### config.mk
export PLATFORM = sky130hd
export DESIGN_NAME = dmem_arbiter
export DESIGN_NICKNAME = d
export VERILOG_FILES = /design/src/rtl/dmem_arbiter.sv
export SDC_FILE = /design/constraint.sdc
export NUM_CORES = 1
export LEC_CHECK = 0
export CAP_MARGIN = 0
export CORE_AREA = 2 2 93 95
export CTS_CLUSTER_DIAMETER = 40
export DETAILED_ROUTE_END_ITERATION = 10
export DIE_AREA = 0 0 95 97
export PLACE_DENSITY = 0.66
export SYNTH_ARGS = -nofsm -noshare
export SYNTH_HDL_FRONTEND = slang
export SYNTH_SLANG_ARGS = --single-unit
### constraint.sdc
create_clock -name CLK -period 2.8 [get_ports CLK]
set_clock_uncertainty 0.1 [all_clocks]
set_input_delay 0.56 -clock CLK [delete_from_list [all_inputs] [get_ports CLK]]
set_output_delay 0.56 -clock CLK [all_outputs]
set_load 0.02 [all_outputs]
### src/rtl/dmem_arbiter.sv
// dmem_arbiter: shares one single-port data RAM between the core's MEM stage
// and a DMA/debug master. The core wins by default. A starving DMA master is
// promoted after MAX_WAIT denied cycles, and a locked DMA burst is cut off
// after LOCK_MAX grants. Read data is steered back to the master that issued
// the read, one cycle after its grant.
// Parameter assumptions: MAX_WAIT >= 1 and LOCK_MAX >= 1.
module dmem_arbiter #(
  parameter int AW       = 10,
  parameter int DW       = 32,
  parameter int MAX_WAIT = 8,
  parameter int LOCK_MAX = 16
) (
  input  logic          CLK,
  input  logic          RESET,
  // core (MEM stage) port
  input  logic          c_req,
  input  logic          c_we,
  input  logic [AW-1:0] c_addr,
  input  logic [DW-1:0] c_wdata,
  output logic          c_gnt,
  output logic          c_rvalid,
  output logic [DW-1:0] c_rdata,
  // DMA / debug port
  input  logic          d_req,
  input  logic          d_we,
  input  logic          d_lock,
  input  logic [AW-1:0] d_addr,
  input  logic [DW-1:0] d_wdata,
  output logic          d_gnt,
  output logic          d_rvalid,
  output logic [DW-1:0] d_rdata,
  // RAM port
  output logic          m_en,
  output logic          m_we,
  output logic [AW-1:0] m_addr,
  output logic [DW-1:0] m_wdata,
  input  logic [DW-1:0] m_rdata,
  // pipeline freeze
  output logic          core_stall
);

  typedef enum logic {ST_OPEN, ST_LOCKED} state_t;
  typedef enum logic {OWN_CORE, OWN_DMA} owner_t;

  localparam int WCW = $clog2(MAX_WAIT + 1);
  localparam int LCW = $clog2(LOCK_MAX + 1);
  localparam logic [WCW-1:0] WAIT_SAT  = WCW'(MAX_WAIT);
  // lock_cnt_q counts grants already given in this burst; when it reaches
  // LOCK_MAX-1 the grant in the current cycle is the LOCK_MAX-th one.
  localparam logic [LCW-1:0] LOCK_LAST = LCW'(LOCK_MAX - 1);

  state_t         state_q;
  logic [WCW-1:0] wait_cnt_q;
  logic [LCW-1:0] lock_cnt_q;
  logic           rd_pend_q;
  owner_t         rd_owner_q;

  // Zero-latency grant decision and RAM request mux.
  always_comb begin
    // NOTE: every output gets a default first so no path leaves it unassigned,
    // which would otherwise infer a latch.
    c_gnt   = 1'b0;
    d_gnt   = 1'b0;
    m_we    = 1'b0;
    m_addr  = '0;
    m_wdata = '0;
    if (!RESET) begin
      if (state_q == ST_LOCKED) begin
        d_gnt = d_req;
      end else if (d_req && wait_cnt_q == WAIT_SAT) begin
        d_gnt = 1'b1;
      end else if (c_req) begin
        c_gnt = 1'b1;
      end else begin
        d_gnt = d_req;
      end
    end
    if (c_gnt) begin
      m_we    = c_we;
      m_addr  = c_addr;
      m_wdata = c_wdata;
    end else if (d_gnt) begin
      m_we    = d_we;
      m_addr  = d_addr;
      m_wdata = d_wdata;
    end
  end

  assign m_en       = c_gnt | d_gnt;
  assign core_stall = c_req & ~c_gnt;
  assign c_rdata    = m_rdata;
  assign d_rdata    = m_rdata;
  assign c_rvalid   = ~RESET & rd_pend_q & (rd_owner_q == OWN_CORE);
  assign d_rvalid   = ~RESET & rd_pend_q & (rd_owner_q == OWN_DMA);

  // Lock FSM, anti-starvation counter and read-return tracking.
  always_ff @(posedge CLK) begin
    // NOTE: sequential state uses non-blocking assignments so every register
    // samples the pre-edge values, independent of statement order.
    if (RESET) begin
      state_q    <= ST_OPEN;
      wait_cnt_q <= '0;
      lock_cnt_q <= '0;
      rd_pend_q  <= 1'b0;
      rd_owner_q <= OWN_CORE;
    end else begin
      rd_pend_q  <= m_en & ~m_we;
      rd_owner_q <= d_gnt ? OWN_DMA : OWN_CORE;

      if (d_gnt || !d_req) begin
        wait_cnt_q <= '0;
      end else if (wait_cnt_q != WAIT_SAT) begin
        wait_cnt_q <= wait_cnt_q + 1'b1;
      end

      case (state_q)
        ST_OPEN: begin
          // A single-grant limit leaves nothing to lock.
          if (d_gnt && d_lock && LOCK_MAX > 1) begin
            state_q    <= ST_LOCKED;
            lock_cnt_q <= LCW'(1);
          end
        end
        ST_LOCKED: begin
          if (!d_req || !d_lock) begin
            state_q    <= ST_OPEN;
            lock_cnt_q <= '0;
          end else if (lock_cnt_q == LOCK_LAST) begin
            state_q    <= ST_OPEN;
            lock_cnt_q <= '0;
          end else begin
            lock_cnt_q <= lock_cnt_q + 1'b1;
          end
        end
        default: begin
          state_q    <= ST_OPEN;
          lock_cnt_q <= '0;
        end
      endcase
    end
  end

endmodule

# Yosys cells after proc, flatten, opt, wreduce, memory -nomap -nowiden
# Index checks and enable logic that the tools add are counted.
# totals
latchBits	0
regBits	12
elab_cells	52
ramBits	0
n_memories	0
romBits	0
in_bits	123
out_inout_bits	113
# op_classes
shift	0
n_div	0
n_reduce_logical	7
n_mul	0
n_bitwise	11
addsub	2
muxes	23
eq_ne	4
n_lt_le_gt_ge	0
# op_table
op	count
$mux W32	2
$mux W10	2
$mux W5	3
$mux W1	14
$pmux W5 S2	1
$add A5 B1 Y5 const B	1
$and A1 B1 Y1	5
$eq A5 B4 Y1 const B	1
$not A1 Y1	5
$add A4 B1 Y4 const B	1
$eq A4 B4 Y1 const B	1
$ne A4 B4 Y1 const B	1
$logic_and A1 B1 Y1	2
$logic_not A1 Y1	2
$logic_or A1 B1 Y1	2
$ne A2 B2 Y1 const B	1
$pmux W1 S2	1
$reduce_or A2 Y1	1
$or A1 B1 Y1	1

# Longest topological paths before layout
# Gate-level depths: netlist (run 1).
# logic_depth
depth_word	9
mapped_depth	7
ltp_nobuf	6

# Worst setup path after synthesis (run 1)
# No wires, ideal clock.
# synth_path
kind	input to output
startpoint	input RESET
endpoint	output m_wdata[17]
arrival_ps	1599
n_path_buf	2
required_time_ps	2140
cell_stages	5
path_slack_ps	541
cell_sequence	buf_2 > nand2b_1 > a21oi_4 > buf_4 > a22o_1
# synth_via
elab_chain_len	3
elab_cells_between_ends	4
classes_between	mux (4)
# synth_rtl
element	line	rtl
start: declaration	14	input logic RESET,
$mux W1	67	if (!RESET) begin
named net d_gnt	29	output logic d_gnt,
$mux W32	82	end else if (d_gnt) begin
$mux W32	78	if (c_gnt) begin
end: declaration	36	output logic [DW-1:0] m_wdata,
# The timed path passes the listed nets, and every way through them passes these cells.

# Worst setup path in the final report (run 1)
# layout_path
startpoint	input c_req
endpoint	output m_wdata[13]
# layout_via
elab_chain_len	6
elab_cells_between_ends	10
classes_between	mux (10)
# layout_rtl
element	line	rtl
start: declaration	16	input logic c_req,
$mux W1	72	end else if (c_req) begin
$mux W1	70	end else if (d_req && wait_cnt_q == WAIT_SAT) begin
$mux W1	68	if (state_q == ST_LOCKED) begin
$mux W1	67	
$mux W32	82	
$mux W32 *	78	
# Mark *: on every way between the ends. The rest lies on a longest branch, timed or not.

==> results.py, run 1 <==
metrics = {
    "clocking": {
        "clock_tree_root_buffer_cell": "sky130_fd_sc_hd__clkbuf_8",
        "clock_tree_from_tritoncts": "yes",
        "htree_levels": 1,
        "post_cts_hold_fix_bufs": 0,
        "cts_num_sinks": 12,
        "clock_latency_ns": 0.24,
        "cts-root-to-sink-buffers": 2,
        "tritoncts.num_buffers": 3,
        "clk_pin_slew_worst_paths_ns": 0.05,
    },
    "cells_and_area": {
        "register_area_um2": 240.2,
        "area_of_the_multi_input_gates_um2": 744.5,
        "layout-drive-gt1-share_pct": 21.67,
        "instances_no_fill": 368,
        "synthToLayoutAreaGrowth_pct": 63.39,
        "diodes": 0,
        "fin_nets": 390,
        "num-fill-cells": 857,
    },
    "yosys": {
        "synth_fp_nets": 307,
        "post_synth_most_frequent_cells": "sky130_fd_sc_hd__buf_4 (68), sky130_fd_sc_hd__a22o_1 (44), sky130_fd_sc_hd__dfxtp_1 (12), sky130_fd_sc_hd__nor2_1 (7)",
        "netlist-cell-type-count": 32,
        "yosys_warnings": 0,
        "postSynth.topFlopCell": "sky130_fd_sc_hd__dfxtp_1",
        "synth_enable_flop_cells": 0,
        "synth_area_per_cell_um2": 8.648,
        "synth_area_um2": 1565,
        "ys_top_cells_by_area": "sky130_fd_sc_hd__buf_4 (33%), sky130_fd_sc_hd__a22o_1 (25%), sky130_fd_sc_hd__dfxtp_1 (15%)",
        "synthCells": 181,
        "seq_area_frac_synth_pct": 15.35,
        "netlist.area_leader.share_pct": 32.61,
        "asyncSetResetFlopFracSynth_pct": 0,
        "yosysTopAreaCell": "sky130_fd_sc_hd__buf_4",
        "ys_seq_elements": 12,
        "synth.most_common_cell": "sky130_fd_sc_hd__buf_4",
    },
    "global_routing": {
        "grt_antenna_before_repair": 0,
        "grt_pass1_wl_um": 8183,
        "grt_max_degree": 27,
        "track_usage_pct": 11.40,
        "via_count_of_the_first_global_routing_pass": 1524,
        "globalRoute.totalOverflow": 0,
    },
    "sta": {
        "timing_hold_violations_final": 0,
        "setup-violations-final": 0,
        "period_needed_ns": 2.751,
        "final_min_period_over_clock_period_pct": 98.24,
        "finalWorstSetupSlack_ns": 0.04938,
        "max_freq_mhz": 363.6,
        "final-max-slew-violation-count": 0,
        "slew_headroom_pct": 75.45,
        "worst-slew-pin-transition_ns": 0.3669,
    },
    "place": {
        "placedCellCount": 363,
        "place.port_buffers": 139,
        "place_hpwl_um": 4873,
        "routabilityCongestion": 0.7791,
        "pre_cts_ws_ns": -0.3180,
    },
    "run": {
        "max_cap_violations": 0,
    },
    "drt": {
        "drc_errors_left": 0,
        "avgRoutedWirePerCell_um": 16.21,
        "firstDrtPassIters": 4,
        "routed-via-count": 1602,
        "drt.antenna.violating_nets": 0,
        "dr.first_iter.drc_count": 39,
        "wirelength_um": 5966,
        "routed_via_density": 4.353,
    },
    "floorplanning": {
        "design.portCount": 236,
        "initial_utilization_pct": 19.24,
        "floorplan.core_area_um2": 8134,
        "die_extent_in_y_um": 97,
        "area_enclosed_by_the_die_boundary_um2": 9215,
        "placement_row_count": 33,
        "die-width_um": 95,
    },
    "outcome": {
        "outcome": "finished clean",
    },
    "critical_path": {
        "critPathCaptureType": "primary output",
        "crit_required_ns": 2.14,
        "setup.worst_path.start_class": "primary input",
        "worst-setup-path-type": "in2out",
        "arrival_ns": 2.09,
        "critical_path.max_fanout": 20,
    },
    "power_and_ir_drop": {
        "vdd_ir_drop_max_mv": 0.2641,
        "static-leakage-power_nw": 1.126,
        "post-layout-total-power_mw": 0.7102,
        "powerDensity_nw_per_um2": 277.7,
    },
    "worst_hold_path": {
        "worst_hold_path_type": "reg2reg",
    },
}
[sequential cells by signal, indices dropped and copies added (netlist names)]
signal / count
rd_pend_q: 1
state_q: 1
wait_cnt_q: 4
lock_cnt_q: 5
rd_owner_q: 1
[cell type report]
cell class	count	area share [%]
clock buffer	4	2.153
inverter	5	0.7339
multi-input combinational	90	29.11
sequential	12	9.393
tap	105	5.137
timing repair buffer	152	53.47
[cells by family after synthesis]
logic type	share of synthesized area (%)
flip-flops	15.35
adder cells (fa/ha/maj)	2.398
buffers and inverters	37.73
XOR/XNOR	0.5597
AND/OR/NAND/NOR	11.51
AO/OA/AOI/OAI	32.45
[path summary, 6_finish.rpt]
path | startpoint | end | depth (start not counted) | slack, ns
setup / recovery | c_req | m_wdata[13] | 6 | 0.05
hold / removal | lock_cnt_q[4]$_SDFFE_PP0P_ | lock_cnt_q[4]$_SDFFE_PP0P_ | 2 | 0.37
setup reg to reg | wait_cnt_q[1]$_SDFFE_PP0P_ | rd_pend_q$_SDFF_PP0_ | 9 | 0.87
hold reg to reg | lock_cnt_q[4]$_SDFFE_PP0P_ | lock_cnt_q[4]$_SDFFE_PP0P_ | 2 | 0.37
[through the flow]
step	instance area, um^2	setup TNS, ns	hold WS [ns]	util (%)
2_1_floorplan	1565	0	0.3297	-
3_3_place_gp	2656	-12.28	0.3596	32.66
3_5_place_dp	2656	-12.05	0.3625	32.66
4_1_cts	2574	0	0.3702	31.64
5_1_grt	2557	-0.07106	0.4163	31.44
6_report	2557	0	0.3717	31.44
[critical path: stages]
cell                              delay (ns)
sky130_fd_sc_hd__clkdlybuf4s50_1        0.46
sky130_fd_sc_hd__nor2b_2                0.20
sky130_fd_sc_hd__a21oi_4                0.23
sky130_fd_sc_hd__buf_12                 0.18
sky130_fd_sc_hd__a22o_1                 0.12
sky130_fd_sc_hd__dlygate4sd2_1          0.34
[per-layer routing]
metal	track usage, %	part of all wire, %
met1	12.18	38
met2	21.55	50
met3	4.050	12
met4	1.449	0.67
met5	0	0
[power by group]
group / switching [mW] / total, mW / internal, mW
logic: 0.145 / 0.348 / 0.203
registers: 0.00261 / 0.177 / 0.175
clock network: 0.0608 / 0.185 / 0.124
[layout by cell type (no fill, tap or decap), types with 2 or more instances in the layout]
| master | count |
|---|---|
| sky130_fd_sc_hd__clkbuf_8 | 4 |
| sky130_fd_sc_hd__ha_1 | 3 |
| sky130_fd_sc_hd__dlygate4sd2_1 | 7 |
| sky130_fd_sc_hd__nand2b_1 | 3 |
| sky130_fd_sc_hd__inv_1 | 5 |
| sky130_fd_sc_hd__and3b_1 | 2 |
| sky130_fd_sc_hd__nand3_1 | 5 |
| sky130_fd_sc_hd__clkdlybuf4s50_1 | 91 |
| sky130_fd_sc_hd__nand2_1 | 2 |
| sky130_fd_sc_hd__buf_4 | 9 |
| sky130_fd_sc_hd__clkdlybuf4s15_1 | 7 |
| sky130_fd_sc_hd__a21oi_1 | 3 |
| sky130_fd_sc_hd__buf_2 | 24 |
| sky130_fd_sc_hd__dfxtp_1 | 12 |
| sky130_fd_sc_hd__nor2_1 | 7 |
| sky130_fd_sc_hd__a22o_1 | 44 |
| sky130_fd_sc_hd__buf_12 | 4 |
| sky130_fd_sc_hd__clkbuf_2 | 9 |
[what timing repair did]
action / CTS / global route
setup buffers: 1 / 0
hold endpoints to repair: 0 / 0
pin swaps: 1 / 0
gates resized for setup: 121 / 26
endpoints found under the setup margin: 47 / 35
Power figures use the tool's default switching activity.
==> inputs of run 2 (changes only) <==
- TNS_END_PERCENT: default -> 100
==> results of run 2 <==
The final DEF is identical to that of run 1; final timing and power are the same.
==> inputs of run 3 (changes only) <==
- ABC_AREA: default -> 1
- CORE_AREA: 2 2 93 95 -> 2 2 91 93
- DIE_AREA: 0 0 95 97 -> 0 0 93 95
- PLACE_DENSITY: 0.66 -> 0.71
==> run 3 against run 2 <==
- area after synthesis is 9.8% higher
- synthesized cell count rose by 61%
- utilization increased by 2.3 points
- critical path type unchanged
==> results.py, run 3 <==
metrics = {
    "worst_hold_path": {
        "worstHoldEndpoint": "wait_cnt_q[0]$_SDFFE_PP0P_",
        "hold_depth": 1,
        "worst_hold_path_type": "reg2reg",
        "worstHoldStart": "wait_cnt_q[0]$_SDFFE_PP0P_",
    },
    "global_routing": {
        "via_count_of_the_first_global_routing_pass": 1742,
        "globalRoute.totalOverflow": 0,
        "track_usage_pct": 11.98,
        "grt_pass1_wl_um": 8466,
        "grt_antenna_before_repair": 0,
        "grt_max_degree": 44,
    },
    "power_and_ir_drop": {
        "powerDensity_nw_per_um2": 261.4,
        "seqPwrFrac_pct": 25.4,
        "vdd_ir_drop_max_mv": 0.2023,
        "share_comb_of_total_power_pct": 47.5,
        "static-leakage-power_nw": 1.381,
        "clkPwrFrac_pct": 27.1,
        "switching_share_pct": 31.85,
        "power_report.internal_total_mw": 0.4758,
        "p_switching_mw": 0.2224,
    },
    "yosys": {
        "synth.mux.area_fraction_pct": 0,
        "ys_seq_elements": 12,
        "post_synth_most_frequent_cells": "sky130_fd_sc_hd__nand2_1 (144), sky130_fd_sc_hd__buf_4 (68), sky130_fd_sc_hd__inv_1 (13), sky130_fd_sc_hd__dfxtp_1 (12), sky130_fd_sc_hd__nand3_1 (10)",
        "netlist.area_leader.share_pct": 31.44,
        "synth_top_family_by_area": "simple AND/OR/NAND/NOR gates",
        "yosys_warnings": 0,
        "ys_top_cells_by_area": "sky130_fd_sc_hd__nand2_1 (31%), sky130_fd_sc_hd__buf_4 (30%), sky130_fd_sc_hd__dfxtp_1 (14%)",
        "asyncSetResetFlopFracSynth_pct": 0,
        "postSynth.topFlopCell": "sky130_fd_sc_hd__dfxtp_1",
        "yosys.area_share.simple_pct": 41.92,
        "synth_fp_nets": 417,
        "synth_area_um2": 1719,
        "synth_adder_area_share_pct": 2.183,
        "seq_area_frac_synth_pct": 13.97,
        "synth_enable_flop_cells": 0,
        "synth_area_per_cell_um2": 5.908,
        "synthCells": 291,
        "yosysTopAreaCell": "sky130_fd_sc_hd__nand2_1",
        "synth_compound_gate_area_share_pct": 3.493,
        "synth.most_common_cell": "sky130_fd_sc_hd__nand2_1",
        "netlist-cell-type-count": 21,
        "xor_xnor_share_of_the_synthesized_area_pct": 0.5095,
    },
    "sta": {
        "final_min_period_over_clock_period_pct": 96.19,
        "final-max-slew-violation-count": 0,
        "worst-slew-pin-transition_ns": 0.2406,
        "setup-violations-final": 0,
        "timing_hold_violations_final": 0,
        "max_freq_mhz": 371.3,
        "period_needed_ns": 2.693,
        "slew_headroom_pct": 83.93,
        "unrepaired_setup_endpoints_after_global_routing": "false",
    },
    "run": {
        "max_cap_violations": 0,
    },
    "place": {
        "placedInstanceArea_um2": 2759,
        "place.port_buffers": 139,
        "place_hpwl_um": 4761,
        "routabilityCongestion": 0.8201,
    },
    "critical_path": {
        "rr_worst_depth": 11,
        "arrival_ns": 2.03,
        "crit_required_ns": 2.14,
        "critical_path.max_fanout": 3,
        "setup.worst_path.start_class": "primary input",
        "timing.rr.end": "rd_pend_q$_SDFF_PP0_",
        "timing.reg2reg.setup_slack_ns": 1.07,
        "worstReg2RegStart": "wait_cnt_q[0]$_SDFFE_PP0P_",
        "worst-setup-path-type": "in2out",
        "critPathCaptureType": "primary output",
    },
    "cells_and_area": {
        "most_frequent_cells_in_the_layout": "sky130_fd_sc_hd__nand2_1 (144), sky130_fd_sc_hd__clkdlybuf4s50_1 (89), sky130_fd_sc_hd__clkbuf_2 (33)",
        "fin_nets": 501,
        "final_common_cell": "sky130_fd_sc_hd__nand2_1",
        "layout-drive-gt1-share_pct": 17.11,
        "finish.instance_area_um2": 2671,
        "diodes": 0,
        "synthToLayoutAreaGrowth_pct": 55.39,
        "utilization_pct": 33.70,
        "top_regs": "lock_cnt_q x5, wait_cnt_q x4",
        "regMostFlops": "lock_cnt_q",
        "largest_register_ff_count": 5,
    },
    "floorplanning": {
        "die_extent_in_y_um": 95,
        "initial_utilization_pct": 21.69,
        "placement_row_count": 33,
        "area_enclosed_by_the_die_boundary_um2": 8835,
        "design.portCount": 236,
        "die-width_um": 93,
        "floorplan.core_area_um2": 7928,
    },
    "drt": {
        "routed-via-count": 1925,
        "avgRoutedWirePerCell_um": 12.59,
        "drc_errors_left": 0,
        "drt.antenna.violating_nets": 0,
        "wirelength_um": 6030,
        "firstDrtPassIters": 4,
        "dr.first_iter.drc_count": 40,
        "routed_via_density": 4.019,
    },
    "clocking": {
        "post_cts_hold_fix_bufs": 0,
        "clock_tree_root_buffer_cell": "sky130_fd_sc_hd__clkbuf_8",
        "cts_num_sinks": 12,
        "clock_tree_from_tritoncts": "yes",
        "tritoncts.num_buffers": 3,
        "clk_pin_slew_worst_paths_ns": 0.05,
        "htree_levels": 1,
        "cts-root-to-sink-buffers": 2,
        "clock_latency_ns": 0.24,
    },
    "outcome": {
        "outcome": "finished clean",
    },
}
==> run 3: per-stage QoR <==
stage / total power, mW / setup TNS (ns) / hold WS (ns) / std cells / setup slack (ns)
6_report: 0.6983 / 0 / 0.3663 / 479 / 0.1067
5_1_grt: 0.7415 / 0 / 0.3944 / 479 / 0.01508
4_1_cts: 0.7114 / 0 / 0.3704 / 478 / 0.01563
3_5_place_dp: 0.5440 / -10.63 / 0.3627 / 474 / -0.3047
3_3_place_gp: 0.5417 / -9.261 / 0.3432 / 474 / -0.2734
2_1_floorplan: 0.4474 / 0 / 0.3297 / 291 / 0.7841
==> run 3: routing by layer <==
metal	up-vias	share of wire, %	global-route usage [%]
met5	-	0	0
met4	0	2.5	4.657
li1	984	-	-
met2	95	47	19.69
met1	827	40	14.54
met3	19	11	3.911
==> run 3: power groups by stage <==
| stage | Combinational, mW | Clock, mW | Sequential (mW) |
|---|---|---|---|
| 6_report | 0.332 | 0.189 | 0.177 |
| 3_5_place_dp | 0.363 | 0 | 0.181 |
| 2_1_floorplan | 0.267 | 0 | 0.180 |
| 4_1_cts | 0.337 | 0.197 | 0.177 |
| 5_1_grt | 0.358 | 0.206 | 0.178 |
| 3_3_place_gp | 0.361 | 0 | 0.181 |
==> run 3: worst max-delay path by stage <==
stage               slack (ns)           to  cells after the start                       start
CTS                       0.02  m_wdata[15]                      9                       d_req
global placement         -0.27  m_wdata[10]                      8                       c_req
detailed placement       -0.30    m_addr[8]                      8                       c_req
floorplan                 0.78  m_wdata[17]                     10  wait_cnt_q[0]$_SDFFE_PP0P_
finish                    0.11   core_stall                      8                       c_req
global route              0.02  m_wdata[30]                      9                       c_req
==> run 3: area by class of cell <==
class,count,area (um^2)
multi-input cells,188,827.0
flip-flops and latches,12,240.2
repair inverters,1,11.26
repair buffers,150,1320
inverters,19,86.33
fillers,849,5256
well taps,105,131.4
clock buffers,4,55.05
==> run 3: cell families (layout without fill, tap and decap cells) <==
| family | after synthesis | count (layout) |
|---|---|---|
| simple gates | 172 | 172 |
| xor+xnor | 1 | 1 |
| compound gates | 12 | 12 |
| fa+ha+maj | 3 | 3 |
| buf+inv | 91 | 174 |
| flops | 12 | 12 |
==> run 3: repair_timing <==
| item | 4_1_cts | 5_1_grt |
|---|---|---|
| endpoints found under the hold margin | 0 | 0 |
| cloned | 0 | 1 |
| gates resized for setup | 49 | 77 |
| buffers inserted | 0 | 0 |
| setup endpoints to repair | 45 | 44 |
| pin swaps | 0 | 1 |
==> run 3: critical path: stages <==
cell                              delay, ns
sky130_fd_sc_hd__clkdlybuf4s50_1       0.47
sky130_fd_sc_hd__inv_1                 0.07
sky130_fd_sc_hd__nor2_4                0.13
sky130_fd_sc_hd__nand3_4               0.19
sky130_fd_sc_hd__buf_4                 0.20
sky130_fd_sc_hd__nand2_1               0.07
sky130_fd_sc_hd__inv_1                 0.04
sky130_fd_sc_hd__clkdlybuf4s15_1       0.29
==> RTL change: new RTL, config.mk and constraints of run 1 <==
Set the parameter `MAX_WAIT` to 16 (it was 8).
--- a/src/rtl/dmem_arbiter.sv
+++ b/src/rtl/dmem_arbiter.sv
@@ -9,3 +9,3 @@
   parameter int DW       = 32,
-  parameter int MAX_WAIT = 8,
+  parameter int MAX_WAIT = 16,
   parameter int LOCK_MAX = 16
Check against the original RTL: not equivalent (a bounded check fails within 10 cycles, from zero or initial values and one cycle with RESET high).
==> RTL change against run 1 <==
- register-to-register slack better by 0.03 ns
- global-route usage up 0.56 points
- total power up 1.6%
- sequential cell count up 1
- via count up 1.7%
- worst hold slack better by 0.014 ns
- setup slack better by 0.061 ns
- fmax up 2.3%
- cell area up 7.8%
- synthesized area up 2.6%
- wire length up 1.9%
==> RTL change: results (changes against run 1) <==
[outcome]
outcome = finished clean

[synthesis]
synth-seq-area-share_pct = 16.2  ; +0.86 points
netlist_top_cells_count = buf_4, a22o_1, dfxtp_1, a22o_2, inv_1
synth_nets = 313  ; +2.0%
ys_top_cells_by_area = buf_4, a22o_1, dfxtp_1, a22o_2, buf_6
synthDistinctLibCells = 30  ; -6.3%

[worst_setup_path]
worst-r2r-cell-count = 10  ; +1
reg2reg_slack_ns = 0.90  ; +0.03 ns
worstPathArrival_ns = 2.03  ; -0.06 ns

[place]
dp_cells = 372  ; +2.5%
place_ws_ns = -0.461  ; -0.143 ns
place_congestion = 0.801  ; +2.8%

[timing]
timing.hold.ws_ns = 0.385  ; +0.0136 ns

[power]
powerClk_w = 0.000166  ; -10%
total_power_w = 0.000722  ; +1.6%

[finish]
fill_cells = 874  ; +2.0%
drive_gt1_share_pct = 30.9  ; +9.3 points
nNetsFinal = 405  ; +3.8%

[route]
vias = 1629  ; +1.7%
drtIter0Drc = 33  ; -15%
routed_wl_microns = 6080  ; +1.9%

[cts]
postCtsSetupBuffers = 7  ; +6

[grt]
groute.usage.overall_pct = 12.0  ; +0.56 points
grt_util_met3_pct = 2.57  ; -1.5 points
grt_max_degree = 30  ; +11%

## RTL change: cells by family (layout without fill, tap and decap cells)
group | count (synthesis) | after routing | synth area share, %
fa+ha+maj | 3 | 3 | 2.34
buf+inv | 82 | 173 | 38.0
flops | 13 | 13 | 16.2
simple gates | 31 | 31 | 11.5
compound gates | 56 | 56 | 30.9
xor+xnor | 2 | 2 | 1.09
## RTL change: worst max-delay path: stages, from the launching register on
cell	delay [ns]
dfxtp_1	0.32
inv_1	0.06
ha_2	0.20
nand3b_1	0.11
o311a_2	0.40
buf_12	0.18
a22o_2	0.27
clkdlybuf4s15_2	0.25
## RTL change: worst max path at each step
stage,startpoint,end,slack [ns],depth (start not counted)
floorplan,RESET,m_addr[1],0.54,6
global placement,RESET,m_wdata[0],-0.44,6
detailed placement,RESET,m_wdata[4],-0.46,6
CTS,c_req,m_wdata[4],0.00002,7
global route,wait_cnt_q[1],m_wdata[4],0.02,8
finish,wait_cnt_q[1],m_wdata[18],0.11,7
## RTL change: metrics by stage
stage	utilization (%)	instance area (sq um)
6_report	33.9	2760
3_3_place_gp	33.2	2700
2_1_floorplan	-	1610
4_1_cts	33.8	2750
3_5_place_dp	33.2	2700
5_1_grt	33.9	2760
## RTL change: layout make-up
class | instances | area, sq um | share of cell area, %
Inverter | 8 | 30.0 | 1.09
Timing Repair Buffer | 161 | 1540 | 55.9
Multi-Input combinational cell | 92 | 747 | 27.1
Clock inverter | 1 | 5.00 | 0.181
Tap cell | 105 | 131 | 4.76
Sequential cell | 13 | 260 | 9.44
Clock buffer | 3 | 41.3 | 1.50
## RTL change: metal layers
metal	vias up	share of wire [%]	wire length [microns]
met1	736	36	2170
met2	92	54	3270
li1	791	-	-
met3	10	9.1	555
met4	0	1.3	80
met5	-	0	0
